==> src/rtl/uart_tx_scheduler_if.sv <==
// Byte-producer / TX-launch bundle shared by the scheduler and whoever drives it.
// The scheduler takes the slave side; the producers/TX-facing environment takes the master side.
interface uart_tx_scheduler_if #(
  parameter int NUM_REQ = 4
);
  logic [NUM_REQ-1:0]   req;
  logic [8*NUM_REQ-1:0] req_data;
  logic [NUM_REQ-1:0]   grant;
  logic [2:0]           grant_id;
  logic                 tx_en;
  logic [7:0]           data_out;
  logic                 busy;

  modport slave (
    input  req, req_data,
    output grant, grant_id, tx_en, data_out, busy
  );

  modport master (
    output req, req_data,
    input  grant, grant_id, tx_en, data_out, busy
  );
endinterface

==> src/rtl/uart_tx_scheduler.sv <==
// Round-robin arbiter that feeds one UART transmitter, timing each frame plus
// an inter-frame gap by clock counting because the transmitter has no busy flag.
module uart_tx_scheduler #(
  parameter int NUM_REQ      = 4,
  parameter int CLKS_PER_BIT = 16,
  parameter int FRAME_BITS   = 10,
  parameter int GAP_CYCLES   = 2
) (
  input  logic                 clock,
  input  logic                 reset,
  uart_tx_scheduler_if.slave   bus
);

  localparam int FRAME_CYCLES = FRAME_BITS * CLKS_PER_BIT;
  localparam int CW           = (FRAME_CYCLES > 1) ? $clog2(FRAME_CYCLES) : 1;
  localparam int PW           = $clog2(NUM_REQ);

  typedef enum logic [1:0] {
    IDLE = 2'd0,
    WAIT = 2'd1,
    GAP  = 2'd2
  } state_e;

  state_e              state_q, state_d;
  logic [CW-1:0]       cnt_q, cnt_d;
  logic [PW-1:0]       ptr_q, ptr_d;
  logic [NUM_REQ-1:0]  grant_q, grant_d;
  logic [2:0]          gid_q, gid_d;
  logic                tx_en_q, tx_en_d;
  logic [7:0]          data_q, data_d;

  logic                found;
  int                  win;

  // First pending requester at or after the pointer, wrapping around.
  always_comb begin
    found = 1'b0;
    win   = 0;
    for (int k = 0; k < NUM_REQ; k++) begin
      if (!found && bus.req[(int'(ptr_q) + k) % NUM_REQ]) begin
        found = 1'b1;
        win   = (int'(ptr_q) + k) % NUM_REQ;
      end
    end
  end

  always_comb begin
    state_d = state_q;
    cnt_d   = cnt_q;
    ptr_d   = ptr_q;
    grant_d = '0;
    gid_d   = gid_q;
    tx_en_d = 1'b0;
    data_d  = data_q;
    unique case (state_q)
      IDLE: begin
        if (found) begin
          tx_en_d = 1'b1;
          grant_d = NUM_REQ'(1) << win;
          gid_d   = 3'(win);
          data_d  = bus.req_data[8*win +: 8];
          ptr_d   = PW'((win + 1) % NUM_REQ);
          cnt_d   = CW'(FRAME_CYCLES - 1);
          state_d = WAIT;
        end
      end
      WAIT: begin
        if (cnt_q == '0) begin
          if (GAP_CYCLES > 0) begin
            state_d = GAP;
            cnt_d   = CW'(GAP_CYCLES - 1);
          end else begin
            state_d = IDLE;
          end
        end else begin
          cnt_d = cnt_q - CW'(1);
        end
      end
      GAP: begin
        if (cnt_q == '0) begin
          state_d = IDLE;
        end else begin
          cnt_d = cnt_q - CW'(1);
        end
      end
      default: state_d = IDLE;
    endcase
  end

  // Reset abandons any frame in flight and clears every output.
  always_ff @(posedge clock) begin
    if (reset) begin
      state_q <= IDLE;
      cnt_q   <= '0;
      ptr_q   <= '0;
      grant_q <= '0;
      gid_q   <= '0;
      tx_en_q <= 1'b0;
      data_q  <= '0;
    end else begin
      state_q <= state_d;
      cnt_q   <= cnt_d;
      ptr_q   <= ptr_d;
      grant_q <= grant_d;
      gid_q   <= gid_d;
      tx_en_q <= tx_en_d;
      data_q  <= data_d;
    end
  end

  assign bus.grant    = grant_q;
  assign bus.grant_id = gid_q;
  assign bus.tx_en    = tx_en_q;
  assign bus.data_out = data_q;
  assign bus.busy     = (state_q != IDLE);

endmodule

==> src/flat_wrapper.sv <==
// flat-port wrapper written by rule: the top's interface ports become plain ports
module uart_tx_scheduler_flat 
#(
  parameter int NUM_REQ      = 4,
  parameter int CLKS_PER_BIT = 16,
  parameter int FRAME_BITS   = 10,
  parameter int GAP_CYCLES   = 2
)
  (clock, reset, bus_req, bus_req_data, bus_grant, bus_grant_id, bus_tx_en, bus_data_out, bus_busy);
  uart_tx_scheduler_if #(.NUM_REQ(NUM_REQ)) bus_i ();
  input  logic clock;
  input  logic reset;
  input wire logic [$bits(bus_i.req)-1:0] bus_req;
  input wire logic [$bits(bus_i.req_data)-1:0] bus_req_data;
  output wire logic [$bits(bus_i.grant)-1:0] bus_grant;
  output wire logic [$bits(bus_i.grant_id)-1:0] bus_grant_id;
  output wire logic [$bits(bus_i.tx_en)-1:0] bus_tx_en;
  output wire logic [$bits(bus_i.data_out)-1:0] bus_data_out;
  output wire logic [$bits(bus_i.busy)-1:0] bus_busy;
  assign bus_i.req = bus_req;
  assign bus_i.req_data = bus_req_data;
  assign bus_grant = bus_i.grant;
  assign bus_grant_id = bus_i.grant_id;
  assign bus_tx_en = bus_i.tx_en;
  assign bus_data_out = bus_i.data_out;
  assign bus_busy = bus_i.busy;
  uart_tx_scheduler #(.NUM_REQ(NUM_REQ), .CLKS_PER_BIT(CLKS_PER_BIT), .FRAME_BITS(FRAME_BITS), .GAP_CYCLES(GAP_CYCLES)) u_core (.clock(clock), .reset(reset), .bus(bus_i));
endmodule
==> config.mk <==
export PLATFORM = sky130hd
export DESIGN_NAME = uart_tx_scheduler_flat
export DESIGN_NICKNAME = d
export VERILOG_FILES = /design/src/rtl/uart_tx_scheduler_if.sv /design/src/rtl/uart_tx_scheduler.sv /design/src/flat_wrapper.sv
export SDC_FILE = /design/constraint.sdc
export NUM_CORES = 1
export LEC_CHECK = 0
export ABC_AREA = 1
export CAP_MARGIN = 25
export CORE_MARGIN = 8
export CORE_UTILIZATION = 45
export DETAILED_ROUTE_END_ITERATION = 6
export MAX_ROUTING_LAYER = met4
export PLACE_DENSITY = 0.83
export SETUP_SLACK_MARGIN = 0.1
export SYNTH_ARGS = -nofsm -noshare
export SYNTH_HDL_FRONTEND = slang
export SYNTH_SLANG_ARGS = --single-unit
==> constraint.sdc <==
create_clock -name clock -period 1.9 [get_ports clock]
set_input_delay 0.38 -clock clock [delete_from_list [all_inputs] [get_ports clock]]
set_output_delay 0.38 -clock clock [all_outputs]
set_load 0.02 [all_outputs]
==> qor.yml, run 1 <==
status:
  outcome: "finished with violations"
  violations: "negative setup slack"
finish:
  antenna_cells: 0
  fin_nets: 449
  nFillCells: 313
  drive_above_1_share: 0.288
  fin_area_um2: 3150
  seq_area_um2: 549
  multiInputGateArea_um2: 1410
  layout_common_cells: "61 x nand2_1, 52 x inv_1, 48 x clkdlybuf4s50_1"
  area_delta_synth_final_pct: 56.9
  final_common_cell: "nand2_1"
critical_path:
  worstSetupStartpointType: "register"
  crit_type: "reg -> reg"
  crit_slowest_cell: "dfxtp_2"
  cp_data_required_time_ns: 2.08
  crit_chain: "nor2_2, inv_2, nor2_2, nand4_1, nand2_1, nand2_1, inv_2, o21ai_0, o21ai_0, a21oi_1"
  crit_fanout: 6
  critPathArrivalTime_ns: 2.09
  slowest_delay_ns: 0.36
  worstRegToRegCells: 10
  worst_setup_path_end_kind: "register"
timing:
  hold_viol: 0
  fin_ws_ns: -0.00423
  tightest_slew_ns: 0.551
  rsz0062_at_grt: "true"
  max_slew_margin: 0.629
  skew_ns: 0.00331
  setup_viol: 1
  fmax_mhz: 525
  fin_crit_sh: 1.00
  drv_slew: 0
  period_needed_ns: 1.90
global_routing:
  grt_pass1_vias: 2164
  grt_max_degree: 18
  grt_overflow: 0
  grt_pass1_wl_mm: 9.36
  grt_usage: 0.159
  antenna_found_initial: 0
floorplanning:
  io_pins: 55
  core_area_um2: 4320
  initial_core_util: 0.465
  rows: 24
  die_w_um: 82.8
  dieArea_um2: 6860
  die_h_um: 82.8
cts:
  cts_buffers: 3
  cts.path.max_buffers: 2
  cts_tree: "yes"
  htreeDepth: 1
  hold_buffers: 0
  cts_root_buf: "clkbuf_8"
  clk_pin_slew_ns: 0.11
  clkSinkCount: 27
  clk_latency_ns: 0.29
pwr:
  peakVddDrop_mv: 1.04
  swShare: 0.523
  finalPower_w: 0.00577
  cellPowerDensity_nw_per_um2: 1830
  p_seq_frac: 0.171
  p_sw_w: 0.00301
  p_clk_frac: 0.063
  p_comb_frac: 0.766
  leakage_nw: 1.60
  p_int_w: 0.00275
logic_synthesis:
  seq_area_frac_synth: 0.269
  synth-warning-count: 0
  synth_cell_types: 29
  synth_nets: 370
  synth_seq_cells: 27
  netlist_instances: 325
  syn_area_per_cell_um2: 6.18
  synth_area_um2: 2010
detailed_routing:
  wl_mm: 7.11
  vias: 2489
  drt-wirelength-per-cell_um: 15.6
  viasPerCell: 5.47
  drtPass1Iterations: 5
  remaining_drc_errors: 0
  drt_iter0_markers: 208
  ant_nets: 0
worst_hold_path:
  hold_depth: 2
  hold_class: "reg -> reg"
place:
  dp_slack_ns: -0.262
  place_congestion: 0.883
  port-buffer-count: 53
  postPlaceCellArea_um2: 2690
  dp_hpwl_mm: 4.25
run:
  cap_violations: 0
==> metal layers <==
metal	vias up	routed length, um	GRT usage
li1	1179	-	-
met1	1153	2790	0.183
met2	131	3570	0.265
met3	26	465	0.0313
met4	0	278	0.0559
met5	-	0	-
==> synth_stat cells <==
cell type | number | area [um2]
buf_6 | 5 | 56.3
nand3_4 | 2 | 35.0
a21oi_2 | 2 | 17.5
inv_2 | 4 | 15.0
o21ai_0 | 10 | 50.1
nor2_1 | 25 | 93.8
buf_2 | 5 | 25.0
dfxtp_1 | 27 | 541
nand4_1 | 16 | 100
a31o_2 | 1 | 8.76
clkinv_2 | 1 | 5.00
nand3_1 | 29 | 145
nand2_4 | 3 | 33.8
a21oi_1 | 14 | 70.1
inv_1 | 61 | 229
conb_1 | 1 | 3.75
o21ai_1 | 6 | 30.0
ha_1 | 7 | 87.6
nor2_2 | 1 | 6.26
nor3_1 | 4 | 20.0
buf_4 | 1 | 7.51
nand2_1 | 87 | 327
nand3_2 | 2 | 20.0
nor2_4 | 1 | 11.3
o211ai_1 | 1 | 7.51
xnor2_1 | 2 | 17.5
nor4_1 | 1 | 6.26
xor2_1 | 1 | 8.76
nand2_2 | 5 | 31.3
==> metrics by stage <==
stage,std cells,hold WS [ns],utilization,setup TNS (ns)
after global placement,441,0.462,0.623,-3.27
after detailed placement,441,0.465,0.623,-4.46
after floorplan,325,0.464,-,0
after global routing,455,0.512,0.729,-0.363
after CTS,445,0.487,0.637,0
final,455,0.481,0.729,-0.00423
==> path summary, 6_finish.rpt <==
check | to | from | slack (ns)
max | u_core.cnt_q[1] | u_core.cnt_q[3] | -0.004
min | u_core.bus.grant_id[1] | u_core.bus.grant_id[1] | 0.48
min reg2reg | u_core.bus.grant_id[1] | u_core.bus.grant_id[1] | 0.48
max reg2reg | u_core.cnt_q[1] | u_core.cnt_q[3] | -0.004
==> state kept, by name (all words and copies together) (netlist names) <==
name,cells
u_core.ptr_q,2
u_core.bus.data_out,8
u_core.bus.grant,4
u_core.bus.tx_en,1
u_core.bus.grant_id,2
u_core.state_q,2
u_core.cnt_q,8
==> logic make-up (layout without fill, tap and decap cells) <==
group                      count (synthesis)  in the layout  synth area share
AOI/OAI and AO/OA                         34             34            0.0915
xor gates and xnor gates                   3              3            0.0131
adders and majority gates                  7              7            0.0436
buffers and inverters                     77            152             0.168
DFF                                       27             27             0.269
other                                      1              1           0.00187
and+or+nand+nor                          176            179             0.413
==> worst max-delay path, delay by kind of cell (launching register included) <==
family | cells | cell delay, ns
simple gates | 5 | 0.81
compound gates | 3 | 0.43
buf+inv | 2 | 0.19
flops | 1 | 0.36
==> final cells by class <==
class | count | share of cell area
Clock inverter | 1 | 0.00238
Inverter | 66 | 0.0849
Sequential cell | 27 | 0.174
Clock buffer | 3 | 0.0131
Tap cell | 52 | 0.0206
Multi-Input combinational cell | 224 | 0.448
Timing Repair Buffer | 82 | 0.256
==> power groups by stage <==
stage | Combinational (W) | Clock [W] | Sequential (W)
CTS | 0.00339 | 0.000363 | 0.000925
detailed placement | 0.00335 | 0 | 0.000935
global route | 0.00476 | 0.000382 | 0.00101
finish | 0.00442 | 0.000366 | 0.000986
floorplan | 0.00214 | 0 | 0.00107
global placement | 0.00327 | 0 | 0.000933
==> repair_timing <==
action                     CTS  global route
gates resized for setup      5           101
gates cloned                 0             3
pin swaps                    0            35
setup endpoints to repair   10            28
buffers inserted             0             7
Power figures use the tool's default switching activity.
==> run 2: changes to the inputs <==
--- a/config.mk
+++ b/config.mk
@@ -11,7 +11,7 @@
 export CORE_UTILIZATION = 45
 export DETAILED_ROUTE_END_ITERATION = 6
 export MAX_ROUTING_LAYER = met4
-export PLACE_DENSITY = 0.83
+export PLACE_DENSITY = 0.75
 export SETUP_SLACK_MARGIN = 0.1
 export SYNTH_ARGS = -nofsm -noshare
 export SYNTH_HDL_FRONTEND = slang
==> run 2 against run 1 <==
The run now ends clean. Non-clock buffer count is 10 higher. Global-route usage grew 0.88 points. Design area about the same. Sequential power shrank 4.5%. Die area unchanged. Largest cell class unchanged. Largest power group unchanged.
==> qor.yml, run 2 (same netlist as run 1, synthesis figures left out) <==
cts:
  hold_buffers: 0
  cts_buffers: 3
  cts_root_buf: "clkbuf_8"
  cts.path.max_buffers: 2
  clkSinkCount: 27
  cts_tree: "yes"
  clk_latency_ns: 0.28
  htreeDepth: 1
  clk_pin_slew_ns: 0.10
timing:
  fin_ws_ns: 0.0429
  fmax_mhz: 538
  period_needed_ns: 1.86
  hold_viol: 0
  drv_slew: 0
  skew_ns: 0.00369
  rsz0062_at_grt: "true"
  setup_viol: 0
  fin_crit_sh: 0.977
  fin_setup_tns_ns: 0
detailed_routing:
  drtPass1Iterations: 5
  wl_mm: 6.61
  drt-wirelength-per-cell_um: 14.2
  viasPerCell: 5.19
  ant_nets: 0
  vias: 2414
  drt_iter0_markers: 153
  remaining_drc_errors: 0
run:
  cap_violations: 0
pwr:
  finalPower_w: 0.00562
  peakVddDrop_mv: 1.07
  leakage_nw: 1.62
  cellPowerDensity_nw_per_um2: 1780
worst_hold_path:
  hold_class: "reg -> reg"
  hp-start: "u_core.bus.grant_id[1]"
  hold_depth: 2
floorplanning:
  die_w_um: 82.8
  io_pins: 55
  core_area_um2: 4320
  rows: 24
  dieArea_um2: 6860
  die_h_um: 82.8
  initial_core_util: 0.465
finish:
  area_delta_synth_final_pct: 56.8
  final_common_cell: "nand2_1"
  layout_common_cells: "63 x nand2_1, 55 x inv_1, 48 x clkdlybuf4s50_1"
  multiInputGateArea_um2: 1350
  drive_above_1_share: 0.274
  nFillCells: 362
  fin_nets: 459
  antenna_cells: 0
  seq_area_um2: 548
critical_path:
  r2r_start: "u_core.ptr_q[1]"
  crit_fanout: 6
  worstSetupStartpointType: "register"
  critPathArrivalTime_ns: 2.09
  crit_type: "reg -> reg"
  cp_data_required_time_ns: 2.14
  worstRegToRegCells: 14
  crit_start: "u_core.ptr_q[1]"
  worst_setup_path_end_kind: "register"
global_routing:
  grt_overflow: 0
  grt_usage: 0.167
  antenna_found_initial: 0
  grt_pass1_wl_mm: 9.78
  grt_pass1_vias: 2140
  grt_max_degree: 17
place:
  dp_hpwl_mm: 4.28
  port-buffer-count: 53
  place_congestion: 0.892
  dp_slack_ns: -0.265
status:
  outcome: "finished, final reports clean"
-- run 2: cell types whose count changed in the layout (fill, tap and decap cells not counted), sizes merged --
cell / previous run / this run
dlygate4sd2: 0 / 4
dlymetal6s2s: 4 / 0
clkbuf: 3 / 4
clkdlybuf4s15: 1 / 0
buf: 29 / 39
-- run 2: layer usage --
layer / track usage / wire [um]
met5: - / 0
met4: 0.0399 / 135
met3: 0.0293 / 421
met2: 0.255 / 3100
met1: 0.223 / 2950
-- run 2: through the flow --
stage               instances  instance area (um2)  hold WS, ns   util
finish                    465                 3150        0.491  0.729
detailed placement        446                 2740        0.472  0.635
CTS                       453                 2870        0.491  0.664
global route              465                 3150        0.520  0.729
global placement          446                 2740        0.464  0.635
floorplan                 325                 2010        0.464      -
-- run 2: repair_timing --
action / CTS / global route
setup buffers: 2 / 8
gates resized for setup: 19 / 61
setup endpoints to repair: 15 / 25
hold endpoints to repair: 0 / 0
pin swaps: 4 / 20
cloned: 1 / 4
-- run 2: critical path: stages, from the launching register on --
cell     delay [ns]
dfxtp_4        0.39
inv_2          0.08
nand2_2        0.09
nand2_4        0.07
nand2_2        0.07
nand2_2        0.07
nor2_4         0.17
nand3_4        0.17
buf_4          0.19
buf_6          0.12
nand4_1        0.09
nand3_2        0.09
nand3_1        0.10
nand2_1        0.06
inv_1          0.04
-- run 2: worst paths after layout --
check / endpoint / slack (ns)
worst max-delay path: u_core.bus.data_out[0] / 0.04
worst min-delay path: u_core.bus.grant_id[1] / 0.49
worst max register to register: u_core.bus.data_out[0] / 0.04
worst min register to register: u_core.bus.grant_id[1] / 0.49
-- run 2: layout make-up --
type                       instances  area share
tap                               52      0.0206
multi-input combinational        224       0.429
clock inverter                     1     0.00238
clock buffer                       3      0.0131
inverter                          66      0.0826
timing repair buffer              92       0.278
sequential                        27       0.174
-- run 2: report_power, final --
part	switching, W	leakage (nW)	total [W]	internal (W)
clock	0.000201	0.0217	0.000351	0.000149
sequential	0.000140	0.225	0.000942	0.000802
combinational	0.00248	1.37	0.00432	0.00184
